[src/rtl/ram_port_arbiter.sv]
// rtl/ram_port_arbiter.sv - three-way arbiter and access sequencer for the shared 16x8 RAM
// Latches one winner per IDLE edge, drives the RAM for one ACCESS cycle, returns reads in RESP.
module ram_port_arbiter #(
    parameter int AW         = 4,
    parameter int DW         = 8,
    parameter int FIXED_PRIO = 0,
    parameter int LOCK_MAX   = 8
) (
    input  logic            clk,
    input  logic            reset,
    input  logic [2:0]      req,
    input  logic [2:0]      we,
    input  logic [3*AW-1:0] addr,
    input  logic [3*DW-1:0] wdata,
    input  logic            lock,
    output logic [2:0]      gnt,
    output logic [2:0]      rvalid,
    output logic [DW-1:0]   rdata,
    output logic [AW-1:0]   mem_addr,
    output logic            mem_we,
    output logic [DW-1:0]   mem_wdata,
    input  logic [DW-1:0]   mem_rdata,
    output logic            busy
);

    localparam int CW = $clog2(LOCK_MAX + 1);
    localparam logic [CW-1:0] LOCK_LIM = CW'(LOCK_MAX - 1);

    typedef enum logic [1:0] {IDLE, ACCESS, RESP} state_t;

    state_t          state_q, state_d;
    logic [1:0]      win_q, win_d;
    logic            we_q, we_d;
    logic [AW-1:0]   mem_addr_q, mem_addr_d;
    logic [DW-1:0]   mem_wdata_q, mem_wdata_d;
    logic            mem_we_q, mem_we_d;
    logic [2:0]      gnt_q, gnt_d;
    logic [2:0]      rvalid_q, rvalid_d;
    logic [DW-1:0]   rdata_q, rdata_d;
    logic [1:0]      rr_ptr_q, rr_ptr_d;
    logic [CW-1:0]   lock_cnt_q, lock_cnt_d;
    logic            last2_q, last2_d;

    logic [1:0]      c1, c2, c3, nrm_win, sel;
    logic            lock_take;
    logic [AW-1:0]   sel_addr;
    logic [DW-1:0]   sel_wdata;

    function automatic logic [1:0] nxt(input logic [1:0] p);
        return (p == 2'd2) ? 2'd0 : p + 2'd1;
    endfunction

    always_comb begin
        c1 = nxt(rr_ptr_q);
        c2 = nxt(c1);
        c3 = nxt(c2);
        nrm_win = 2'd2;
        if (FIXED_PRIO != 0) begin
            if (req[0])      nrm_win = 2'd0;
            else if (req[1]) nrm_win = 2'd1;
            else             nrm_win = 2'd2;
        end else begin
            if (req[c1])      nrm_win = c1;
            else if (req[c2]) nrm_win = c2;
            else              nrm_win = c3;
        end
        // Lock holds requester 2 only while it keeps winning; the cap forces one normal round.
        lock_take = last2_q && lock && req[2] && (lock_cnt_q < LOCK_LIM);
        sel = lock_take ? 2'd2 : nrm_win;
        case (sel)
            2'd0:    begin sel_addr = addr[0 +: AW];    sel_wdata = wdata[0 +: DW];    end
            2'd1:    begin sel_addr = addr[AW +: AW];   sel_wdata = wdata[DW +: DW];   end
            default: begin sel_addr = addr[2*AW +: AW]; sel_wdata = wdata[2*DW +: DW]; end
        endcase
    end

    always_comb begin
        state_d     = state_q;
        win_d       = win_q;
        we_d        = we_q;
        mem_addr_d  = mem_addr_q;
        mem_wdata_d = mem_wdata_q;
        mem_we_d    = 1'b0;
        gnt_d       = 3'b000;
        rvalid_d    = 3'b000;
        rdata_d     = rdata_q;
        rr_ptr_d    = rr_ptr_q;
        lock_cnt_d  = lock_cnt_q;
        last2_d     = last2_q;
        case (state_q)
            IDLE: begin
                if (|req) begin
                    state_d     = ACCESS;
                    win_d       = sel;
                    we_d        = we[sel];
                    mem_addr_d  = sel_addr;
                    mem_wdata_d = sel_wdata;
                    mem_we_d    = we[sel];
                    gnt_d[sel]  = 1'b1;
                    rr_ptr_d    = sel;
                    lock_cnt_d  = lock_take ? lock_cnt_q + 1'b1 : '0;
                    last2_d     = (sel == 2'd2);
                end
            end
            ACCESS: begin
                if (we_q) begin
                    state_d = IDLE;
                end else begin
                    state_d         = RESP;
                    rvalid_d[win_q] = 1'b1;
                end
            end
            RESP: begin
                state_d = IDLE;
                rdata_d = mem_rdata;
            end
            default: state_d = IDLE;
        endcase
    end

    always_ff @(posedge clk) begin
        if (reset) begin
            state_q     <= IDLE;
            win_q       <= 2'd0;
            we_q        <= 1'b0;
            mem_addr_q  <= '0;
            mem_wdata_q <= '0;
            mem_we_q    <= 1'b0;
            gnt_q       <= 3'b000;
            rvalid_q    <= 3'b000;
            rdata_q     <= '0;
            rr_ptr_q    <= 2'd2;
            lock_cnt_q  <= '0;
            last2_q     <= 1'b0;
        end else begin
            state_q     <= state_d;
            win_q       <= win_d;
            we_q        <= we_d;
            mem_addr_q  <= mem_addr_d;
            mem_wdata_q <= mem_wdata_d;
            mem_we_q    <= mem_we_d;
            gnt_q       <= gnt_d;
            rvalid_q    <= rvalid_d;
            rdata_q     <= rdata_d;
            rr_ptr_q    <= rr_ptr_d;
            lock_cnt_q  <= lock_cnt_d;
            last2_q     <= last2_d;
        end
    end

    // The RAM answers during RESP, so read data is passed straight through and then held.
    assign rdata     = (state_q == RESP) ? mem_rdata : rdata_q;
    assign gnt       = gnt_q;
    assign rvalid    = rvalid_q;
    assign mem_addr  = mem_addr_q;
    assign mem_we    = mem_we_q;
    assign mem_wdata = mem_wdata_q;
    assign busy      = (state_q != IDLE);

endmodule

[config.mk]
export PLATFORM = sky130hd
export DESIGN_NAME = ram_port_arbiter
export DESIGN_NICKNAME = d
export VERILOG_FILES = /design/src/rtl/ram_port_arbiter.sv
export SDC_FILE = /design/constraint.sdc
export NUM_CORES = 1
export LEC_CHECK = 0
export BUFFER_PORTS_ARGS = -buffer_cell sky130_fd_sc_hd__buf_2
export CAP_MARGIN = 10
export CORE_MARGIN = 5
export CORE_UTILIZATION = 48
export CTS_BUF_LIST = sky130_fd_sc_hd__clkbuf_4 sky130_fd_sc_hd__clkbuf_8
export CTS_CLUSTER_DIAMETER = 80
export CTS_CLUSTER_SIZE = 20
export DETAILED_ROUTE_END_ITERATION = 6
export PLACE_DENSITY = 0.81
export SLEW_MARGIN = 30
export SYNTH_ARGS = -nofsm -noshare
export SYNTH_HDL_FRONTEND = slang
export SYNTH_SLANG_ARGS = --single-unit
[constraint.sdc]
create_clock -name clk -period 2.1 [get_ports clk]
set_input_delay 0.63 -clock clk [delete_from_list [all_inputs] [get_ports clk]]
set_output_delay 0.63 -clock clk [all_outputs]
set_load 0.005 [all_outputs]
==> results.ini, run 1 <==
[sta]
slew_violations = 0
relSlewSlack = 0.624
finClkSkew_ns = 0.00544
hold_viol = 0
max_freq_mhz = 487
setup_viol = 0
period_share = 0.977
hold_slack_ns = 0.478
worst_pin_slew_ns = 0.563
fin_ws_ns = 0.0479
fin_crit_ns = 2.05
rsz0062_at_grt = yes

[routing]
via_per_inst = 5.47
vias = 1712
routedWlPerCell_um = 14.0
drc_errors = 0
ant_nets = 0
drt-total-wl_mm = 4.38
drt_pass1_iterations = 4
drt_iter0_markers = 137

[run]
cap_viol_max_count = 0

[setup_path]
critical_path.slowest_cell = dfxtp_2
crit_arrival_ns = 1.42
worstReg2RegStart = win_q[0]
required_ns = 1.47
critical_path_class = reg -> out
critPathMaxFanout = 8
start_kind = flop
cp_slowest_stage_delay_ns = 0.35
r2r_cells = 5
regToRegEndpoint = mem_wdata[6]
cp-end-kind = output port
regToRegSetupSlack_ns = 0.40
cp_cell_sequence = nor2b_4 > buf_6 > mux2_2 > buf_2
path_depth = 4
cp_top_family = flip-flops
setup.worst_path.start = state_q[1]
endpoint = rdata[2]
path_buf_inv = 2

[cts]
cts-htree-levels = 2
clk_path_buf_depth = 2
clock_latency_ns = 0.33
post_cts_buffers = 0
cts_tree = done
cts_sinks = 38
cts_root_buf = clkbuf_4
cts-buffers-inserted = 5
path_clk_slew_ns = 0.10

[logic_synthesis]
yosysUniqueCellTypes = 41
synthCells = 182
avgSynthCellArea_um2 = 9.43
yosysTopAreaCell = dfxtp_1
syn_area_mm2 = 0.00172
synth_ff_type = dfxtp_1
yosys-top-cells-area = dfxtp_1, o211a_1, a32oi_1
synth-seq-cells = 38
synth_top_area_frac = 0.443
synth_nets = 236
ys_async_sr_fraction = 0
yosysWarnings = 0
synth-seq-area-share = 0.443
synth_edf_count = 0

[final_layout]
drive_gt1_frac = 0.427
diodes = 0
syn_to_final_growth_pct = 33.2
final_common_cell = buf_2
final_cell_mix = buf_2, dfxtp_1, nor2_1
fin_nets = 320

[pwr]
power_leakage_nw = 1.15
power.share.switching = 0.289
p_int_w = 0.00119
p_comb_frac = 0.267
p_per_area_mw_per_mm2 = 734
power.share.sequential = 0.497
peakVddDrop_v = 0.000374
p_switching_w = 0.000485
p_clk_frac = 0.236

[floorplanning]
start_util = 0.506
die_x_um = 69.8
core_mm2 = 0.00339
core.rowCount = 21
io_pins = 81
dieHeight_um = 69.8
fp.dieArea_mm2 = 0.00487

[placement]
place_ws_ns = -0.0712
dp_hpwl_mm = 3.33
place_congestion = 0.795
numPortBuffers = 80

[global_route]
grt_start_max_net_pins = 27
antenna_found_initial = 0
grt_pass1_wl_mm = 7.38
grt_pass1_vias = 1744
grt_util_all_layers = 0.183
grt-ovfl-total = 0

[worst_hold_path]
hold_class = reg -> reg

[run_status]
status = finished clean

cells in the mapped netlist (all sizes together), types with 5 or more instances:
cell	number
dfxtp	38
nor2	14
o21ai	13
a32oi	11
o211a	10
o211ai	10
and2	9
mux2	8
clkbuf	7
nand2	7
nor3	7
buf	6
a21oi	5
inv	5
kinds of logic (layout without fill, tap and decap cells):
group | after synthesis | in the layout | share of synthesized area
compound gates | 60 | 60 | 0.267
simple gates | 55 | 55 | 0.171
flops | 38 | 38 | 0.443
buf+inv | 18 | 103 | 0.0474
mux | 10 | 10 | 0.0642
fa+ha+maj | 1 | 1 | 0.00729
final cells by class:
type                            instances  area (um2)
Sequential cell                        38         762
Timing Repair Buffer                   90         485
Clock inverter                          1        5.00
Inverter                                5        18.8
Tap cell                               46        57.6
Fill cell                             276        1100
Multi-Input combinational cell        126         897
Clock buffer                            7        58.8
layer usage:
| layer | vias to the layer above | global-route usage | part of all wire |
|---|---|---|---|
| met1 | 784 | 0.207 | 0.43 |
| met2 | 75 | 0.307 | 0.46 |
| li1 | 851 | - | - |
| met4 | 0 | 0.0511 | 0.0030 |
| met5 | - | 0 | 0 |
| met3 | 2 | 0.0826 | 0.10 |
power by group through the flow:
stage / sequential [W] / clock [W] / combinational, W
floorplan: 0.000847 / 0 / 0.000263
global placement: 0.000848 / 0 / 0.000431
detailed placement: 0.000847 / 0 / 0.000438
CTS: 0.000832 / 0.000406 / 0.000443
global route: 0.000844 / 0.000434 / 0.000501
finish: 0.000834 / 0.000396 / 0.000447
worst register-to-register path, stage by stage, from the launching register on:
cell and delay (ns):
dfxtp_1 0.47, nor2b_1 0.11, a211o_1 0.46, a32oi_1 0.31, o211ai_2 0.09, o211a_1 0.16
flip-flops by register name (all words and copies together), names as in the netlist, 2 cells and up:
signal	cells
mem_wdata	8
rdata_q	8
lock_cnt_q	4
mem_addr	4
gnt	3
rvalid	3
state_q	2
win_q	2
how the worst min path moves through the flow:
stage	start	slack, ns	depth (start not counted)	to
floorplan	lock_cnt_q[3]	0.43	2	lock_cnt_q[3]
global placement	lock_cnt_q[3]	0.45	2	lock_cnt_q[3]
detailed placement	lock_cnt_q[3]	0.45	2	lock_cnt_q[3]
CTS	lock_cnt_q[3]	0.47	2	lock_cnt_q[3]
global route	lock_cnt_q[3]	0.50	2	lock_cnt_q[3]
finish	win_q[1]	0.48	1	rvalid[1]
stage by stage:
stage	std cells	util	TNS (ns)	total power (W)	area (um2)
global route	313	0.674	-0.129	0.00178	2280
detailed placement	305	0.645	-0.524	0.00129	2190
floorplan	182	-	0	0.00111	1720
global placement	305	0.645	-0.202	0.00128	2190
finish	313	0.674	0	0.00168	2280
CTS	313	0.666	-0.0366	0.00168	2260
what timing repair did:
item                                    CTS  global route
hold buffers                              0             0
endpoints found under the setup margin    8             8
resized for setup                         3             5
No activity file was read; power rests on OpenSTA's default activity.
==> run 2, diff against run 1 <==
- ABC_AREA: not set -> 1
- CORE_ASPECT_RATIO: not set -> 1.2
- CORE_UTILIZATION: 48 -> 49
==> run 2 against run 1 <==
Effect of this change: flip-flop and latch count unchanged; final cell count up 25%; maximum frequency increased by 7.9%; highest routed layer unchanged; register-to-register slack about the same; first-iteration DRC count shrank 47%; largest power group unchanged; global-route usage grew 0.56 points; critical endpoint is now rdata[5]; clock power grew 22%; sequential power grew 2%; synthesized cell count is 43% higher; power up 13%; via count is 8.9% higher.
==> results.ini, run 2 <==
[sta]
setup_viol = 0  ; unchanged
fin_crit_ns = 1.90  ; was 2.05 ns
rsz0062_at_grt = no  ; was yes
finClkSkew_ns = 0.00973  ; was 0.00544 ns
hold_slack_ns = 0.473  ; was 0.478 ns
period_share = 0.905  ; was 0.977
worst_pin_slew_ns = 0.631  ; was 0.563 ns
slew_violations = 0  ; unchanged
tns_ns = 0  ; unchanged
relSlewSlack = 0.579  ; was 0.624
hold_viol = 0  ; unchanged
max_freq_mhz = 526  ; was 487 MHz

[logic_synthesis]
synth_edf_count = 0  ; unchanged
synthAdderAreaFrac = 0.00678  ; was 0.00729
synth-seq-area-share = 0.412  ; was 0.443
synth_compound_area_frac = 0.0989  ; was 0.267
synth_top_family_by_area = simple AND/OR/NAND/NOR gates  ; was compound AO/OA/AOI/OAI gates
yosys-top-cells-area = dfxtp_1, nand2_1, nor2_1  ; was dfxtp_1, o211a_1, a32oi_1
synth-seq-cells = 38  ; unchanged
syn_area_mm2 = 0.00185  ; was 0.00172 mm2
synth-simple-area-share = 0.390  ; was 0.171
yosysUniqueCellTypes = 27  ; was 41
avgSynthCellArea_um2 = 7.08  ; was 9.43 um2
yosysTopAreaCell = dfxtp_1  ; unchanged
synth.mux.area_fraction = 0  ; was 0.0642
synth_nets = 315  ; was 236
synthCells = 261  ; was 182
ys_async_sr_fraction = 0  ; unchanged
yosysWarnings = 0  ; unchanged
synthXorXnorAreaFrac = 0  ; unchanged
synth_most_common_cell = nand2_1  ; was dfxtp_1
synthTopCellsByCount = nand2_1, dfxtp_1, nor2_1  ; was dfxtp_1, nor2_1, o21ai_0
synth_ff_type = dfxtp_1  ; unchanged
synth_top_area_frac = 0.412  ; was 0.443

[floorplanning]
start_util = 0.508  ; was 0.506
core.rowCount = 24  ; was 21
io_pins = 81  ; unchanged
dieHeight_um = 77.3  ; was 69.8 um
fp.dieArea_mm2 = 0.00510  ; was 0.00487 mm2
core_mm2 = 0.00363  ; was 0.00339 mm2
die_x_um = 66.0  ; was 69.8 um

[global_route]
grt_pass1_vias = 1772  ; was 1,744
grt_start_max_net_pins = 29  ; was 27
antenna_found_initial = 0  ; unchanged
grt_util_all_layers = 0.188  ; was 0.183
grt-ovfl-total = 0  ; unchanged
grt_pass1_wl_mm = 7.64  ; was 7.38 mm

[cts]
path_clk_slew_ns = 0.07  ; was 0.10 ns
cts-htree-levels = 2  ; unchanged
clk_path_buf_depth = 2  ; unchanged
cts_tree = done  ; unchanged
clock_latency_ns = 0.28  ; was 0.33 ns
post_cts_buffers = 0  ; unchanged
cts-buffers-inserted = 5  ; unchanged
cts_sinks = 38  ; unchanged
cts_root_buf = clkbuf_8  ; was clkbuf_4
ctsHoldBuffers = 0  ; unchanged

[routing]
drt-total-wl_mm = 4.48  ; was 4.38 mm
drc_errors = 0  ; unchanged
drt_pass1_iterations = 4  ; unchanged
drt_iter0_markers = 73  ; was 137
via_per_inst = 4.78  ; was 5.47
vias = 1865  ; was 1,712
routedWlPerCell_um = 11.5  ; was 14.0 um
ant_nets = 0  ; unchanged

[setup_path]
required_ns = 1.47  ; about the same
cp_slowest_stage_delay_ns = 0.30  ; was 0.35 ns
critical_path_class = reg -> out  ; unchanged
cpMostUsedCell = inv_1
critPathMaxFanout = 16  ; was 8
cp-end-kind = output port  ; unchanged
start_kind = flop  ; unchanged
critical_path.slowest_cell = dfxtp_1  ; was dfxtp_2
regToRegSetupSlack_ns = 0.39  ; was 0.40 ns
cp_cell_sequence = inv_1 > nand2_4 > o21ai_1 > inv_1 > buf_2  ; was nor2b_4 > buf_6 > mux2_2 > buf_2
crit_arrival_ns = 1.27  ; was 1.42 ns

[placement]
place_congestion = 0.912  ; was 0.795
dp_hpwl_mm = 3.39  ; was 3.33 mm
numPortBuffers = 80  ; unchanged

[run]
cap_viol_max_count = 0  ; unchanged

[pwr]
power.share.sequential = 0.446  ; was 0.497
p_clk_frac = 0.255  ; was 0.236
p_comb_frac = 0.299  ; was 0.267
peakVddDrop_v = 0.000360  ; was 0.000374 V
power_leakage_nw = 1.33  ; was 1.15 nW
p_per_area_mw_per_mm2 = 810  ; was 734 mW/mm2
p_int_w = 0.00128  ; was 0.00119 W
power.share.switching = 0.326  ; was 0.289
p_switching_w = 0.000618  ; was 0.000485 W

[run_status]
status = finished clean  ; unchanged

[final_layout]
drive_gt1_frac = 0.334  ; was 0.427
final_common_cell = buf_2  ; unchanged
final_cell_mix = buf_2, nand2_1, dfxtp_1  ; was buf_2, dfxtp_1, nor2_1
diodes = 0  ; unchanged
syn_to_final_growth_pct = 27.0  ; was 33.2%
fin_nets = 393  ; was 320

[worst_hold_path]
hold_class = reg -> reg  ; unchanged

==> run 2: cell types whose count changed after synthesis, moves of 5 or more <==
cell | before | now
o211a_1 | 10 | 0
o21ai_0 | 12 | 19
a32oi_1 | 11 | 0
mux2_2 | 8 | 0
nor3_1 | 7 | 2
nor2_1 | 13 | 36
nand3_1 | 3 | 23
nand3_2 | 1 | 9
inv_1 | 5 | 27
nand2_1 | 7 | 70
and2_1 | 9 | 0
o211ai_1 | 9 | 1
==> run 2: area by class of cell <==
class	count	area, um2
Timing Repair Buffer	81	408
Multi-Input combinational cell	185	923
Inverter	28	105
Tap cell	52	65.1
Clock buffer	6	82.6
Sequential cell	38	761
Fill cell	331	1290
==> run 2: through the flow <==
step | total power (W) | instance area, um2 | instances | setup slack [ns] | utilization
after floorplan | 0.00125 | 1850 | 261 | 0.467 | -
after global placement | 0.00141 | 2250 | 384 | 0.235 | 0.621
after detailed placement | 0.00143 | 2250 | 384 | 0.173 | 0.621
after CTS | 0.00191 | 2340 | 390 | 0.0883 | 0.644
after global routing | 0.00204 | 2340 | 390 | 0.0577 | 0.645
final | 0.00190 | 2340 | 390 | 0.199 | 0.645
==> run 2: final timing paths <==
kind                    to  cells past startpoint     startpoint
min          lock_cnt_q[3]                      2  lock_cnt_q[3]
max reg2reg   mem_wdata[6]                      8  lock_cnt_q[0]
max               rdata[5]                      5     state_q[0]
min reg2reg  lock_cnt_q[3]                      2  lock_cnt_q[3]
==> run 2: metal layers <==
metal / share of wire / global-route usage
met1: 0.40 / 0.216
met4: 0.011 / 0.0488
met2: 0.49 / 0.327
met3: 0.098 / 0.0658
met5: 0 / 0
==> run 2: power groups by stage <==
stage               registers, W  logic, W  clock network [W]
detailed placement      0.000860  0.000566                  0
floorplan               0.000863  0.000389                  0
CTS                     0.000845  0.000570           0.000499
global placement        0.000859  0.000554                  0
finish                  0.000847  0.000567           0.000484
global route            0.000854  0.000648           0.000538
==> run 2: worst max-delay path: cells and delay by family (launching register included) <==
family | cells | cell delay (ns)
compound gates | 1 | 0.20
simple gates | 1 | 0.15
flops | 1 | 0.30
buf+inv | 3 | 0.34
==> run 2: cell families after synthesis <==
group | count (synthesis)
simple gates | 153
buf+inv | 38
compound gates | 31
flops | 38
fa+ha+maj | 1
==> run 2: what timing repair did <==
| item | in CTS | in global routing |
|---|---|---|
| gates cloned | 0 | 0 |
| pin swaps | 0 | 0 |
| resized for setup | 1 | 9 |
| setup endpoints to repair | 8 | 8 |
==> run 3, diff against run 2 <==
- REMOVE_ABC_BUFFERS: not set -> 1
==> run 3 against run 2 <==
Effect of this change: global-route usage down 0.63 points; utilization up 0.41 points; die area unchanged; largest power group unchanged; highest routed layer unchanged.
==> results.ini, run 3 (synthesized netlist as in run 2, its figures left out) <==
[run_status]
status = finished clean  ; unchanged

[sta]
period_share = 0.932  ; was 0.905
rsz0062_at_grt = no  ; unchanged
setup_viol = 0  ; unchanged
relSlewSlack = 0.682  ; was 0.579
hold_viol = 0  ; unchanged
finClkSkew_ns = 0.00618  ; was 0.00973 ns
tns_ns = 0  ; unchanged
slew_violations = 0  ; unchanged
fin_crit_ns = 1.96  ; was 1.90 ns
max_freq_mhz = 511  ; was 526 MHz
worst_pin_slew_ns = 0.477  ; was 0.631 ns
fin_ws_ns = 0.143  ; was 0.199 ns

[floorplanning]
die_x_um = 66.0  ; unchanged
dieHeight_um = 77.3  ; unchanged
core_mm2 = 0.00363  ; unchanged
core.rowCount = 24  ; unchanged
start_util = 0.508  ; unchanged
io_pins = 81  ; unchanged
fp.dieArea_mm2 = 0.00510  ; unchanged

[cts]
ctsHoldBuffers = 0  ; unchanged
cts-buffers-inserted = 5  ; unchanged
cts-htree-levels = 2  ; unchanged
clock_latency_ns = 0.28  ; about the same
path_clk_slew_ns = 0.07  ; about the same
clk_path_buf_depth = 2  ; unchanged
cts_sinks = 38  ; unchanged
cts_root_buf = clkbuf_8  ; unchanged
cts_tree = done  ; unchanged

[placement]
place_inst = 386  ; was 384
placed_area_mm2 = 0.00227  ; was 0.00225 mm2
numPortBuffers = 80  ; unchanged
place_ws_ns = 0.202  ; was 0.173 ns
place_congestion = 0.829  ; was 0.912
dp_hpwl_mm = 3.31  ; was 3.39 mm

[global_route]
grt-ovfl-total = 0  ; unchanged
grt_pass1_wl_mm = 7.55  ; was 7.64 mm
grt_start_max_net_pins = 29  ; unchanged
grt_util_all_layers = 0.182  ; was 0.188
grt_pass1_vias = 1782  ; was 1,772
antenna_found_initial = 0  ; unchanged

[routing]
routedWlPerCell_um = 11.1  ; was 11.5 um
wl_met1_mm = 1.85  ; was 1.80 mm
dr_wl_met2_mm = 2.03  ; was 2.19 mm
drt-total-wl_mm = 4.34  ; was 4.48 mm
dr_wl_met3_um = 438  ; was 439 um
top_layer = met4  ; unchanged
drt_iter0_markers = 65  ; was 73
vias = 1845  ; was 1,865
drt_pass1_iterations = 4  ; unchanged
drc_errors = 0  ; unchanged
via_per_inst = 4.71  ; was 4.78
ant_nets = 0  ; unchanged

[run]
cap_viol_max_count = 0  ; unchanged

[setup_path]
start_kind = flop  ; unchanged
crit_arrival_ns = 1.33  ; was 1.27 ns
cp_slowest_stage_delay_ns = 0.30  ; about the same
cp_cell_sequence = inv_1 > nand2_4 > o21ai_0 > inv_1 > buf_2  ; was inv_1 > nand2_4 > o21ai_1 > inv_1 > buf_2
required_ns = 1.47  ; about the same
cpMostUsedCell = inv_1  ; unchanged
critical_path.slowest_cell = dfxtp_1  ; unchanged
cp-end-kind = output port  ; unchanged
path_buf_inv = 3  ; unchanged
critical_path_class = reg -> out  ; unchanged
cp_top_family = buffers and inverters  ; unchanged
critPathMaxFanout = 16  ; unchanged

[final_layout]
fin_nets = 395  ; was 393
drive_gt1_frac = 0.338  ; was 0.334
diodes = 0  ; unchanged
final_core_util = 0.649  ; was 0.645
fin_cells = 392  ; was 390
final_common_cell = buf_2  ; unchanged
syn_to_final_growth_pct = 27.8  ; was 27.0%
stdcell_area_mm2 = 0.00236  ; was 0.00234 mm2
final_cell_mix = buf_2, nand2_1, dfxtp_1  ; unchanged

[pwr]
power_leakage_nw = 1.34  ; was 1.33 nW
peakVddDrop_v = 0.000387  ; was 0.000360 V
p_per_area_mw_per_mm2 = 804  ; was 810 mW/mm2

[worst_hold_path]
hold_class = reg -> reg  ; unchanged

==> run 3: cell type report <==
class | count | area (um2)
clock buffer | 6 | 82.6
multi-input combinational | 185 | 923
tap | 52 | 65.1
timing repair buffer | 83 | 423
fill | 346 | 1270
inverter | 28 | 105
sequential | 38 | 761
==> run 3: worst paths after layout <==
kind | startpoint | endpoint | slack, ns | depth (start not counted)
min | we_q | state_q[1] | 0.47 | 1
min reg2reg | we_q | state_q[1] | 0.47 | 1
max reg2reg | lock_cnt_q[0] | we_q | 0.39 | 9
max | state_q[0] | rdata[2] | 0.14 | 5
==> run 3: repair_timing <==
action                     in CTS  in global routing
setup endpoints to repair       8                  8
hold endpoints to repair        0                  0
resized for setup               2                  5
buffers inserted                0                  0
==> run 3: per-layer routing <==
metal  vias up  track usage
met5         -            0
met4         0       0.0528
met3         2       0.0570
met2        77        0.299
met1       786        0.225
li1        980            -
==> run 3: worst register-to-register path, stage by stage (launching register included) <==
cell     delay [ns]
dfxtp_1        0.38
ha_1           0.20
a21oi_1        0.13
nand2_1        0.14
nand2_2        0.08
nor2_4         0.35
nand2_1        0.09
nor2_1         0.13
nand2_1        0.08
nand3_1        0.08
==> run 3: power breakdown <==
group / total (W) / switching [W] / internal [W] / leakage [nW]
Clock: 0.000476 / 0.000223 / 0.000253 / 0.0431
Sequential: 0.000847 / 0.0000406 / 0.000807 / 0.312
Combinational: 0.000574 / 0.000344 / 0.000230 / 0.983
==> run 3: through the flow <==
| step | hold slack (ns) | total power [W] |
|---|---|---|
| 2_1_floorplan | 0.409 | 0.00121 |
| 3_3_place_gp | 0.454 | 0.00142 |
| 3_5_place_dp | 0.458 | 0.00144 |
| 4_1_cts | 0.482 | 0.00192 |
| 5_1_grt | 0.502 | 0.00204 |
| 6_report | 0.474 | 0.00190 |
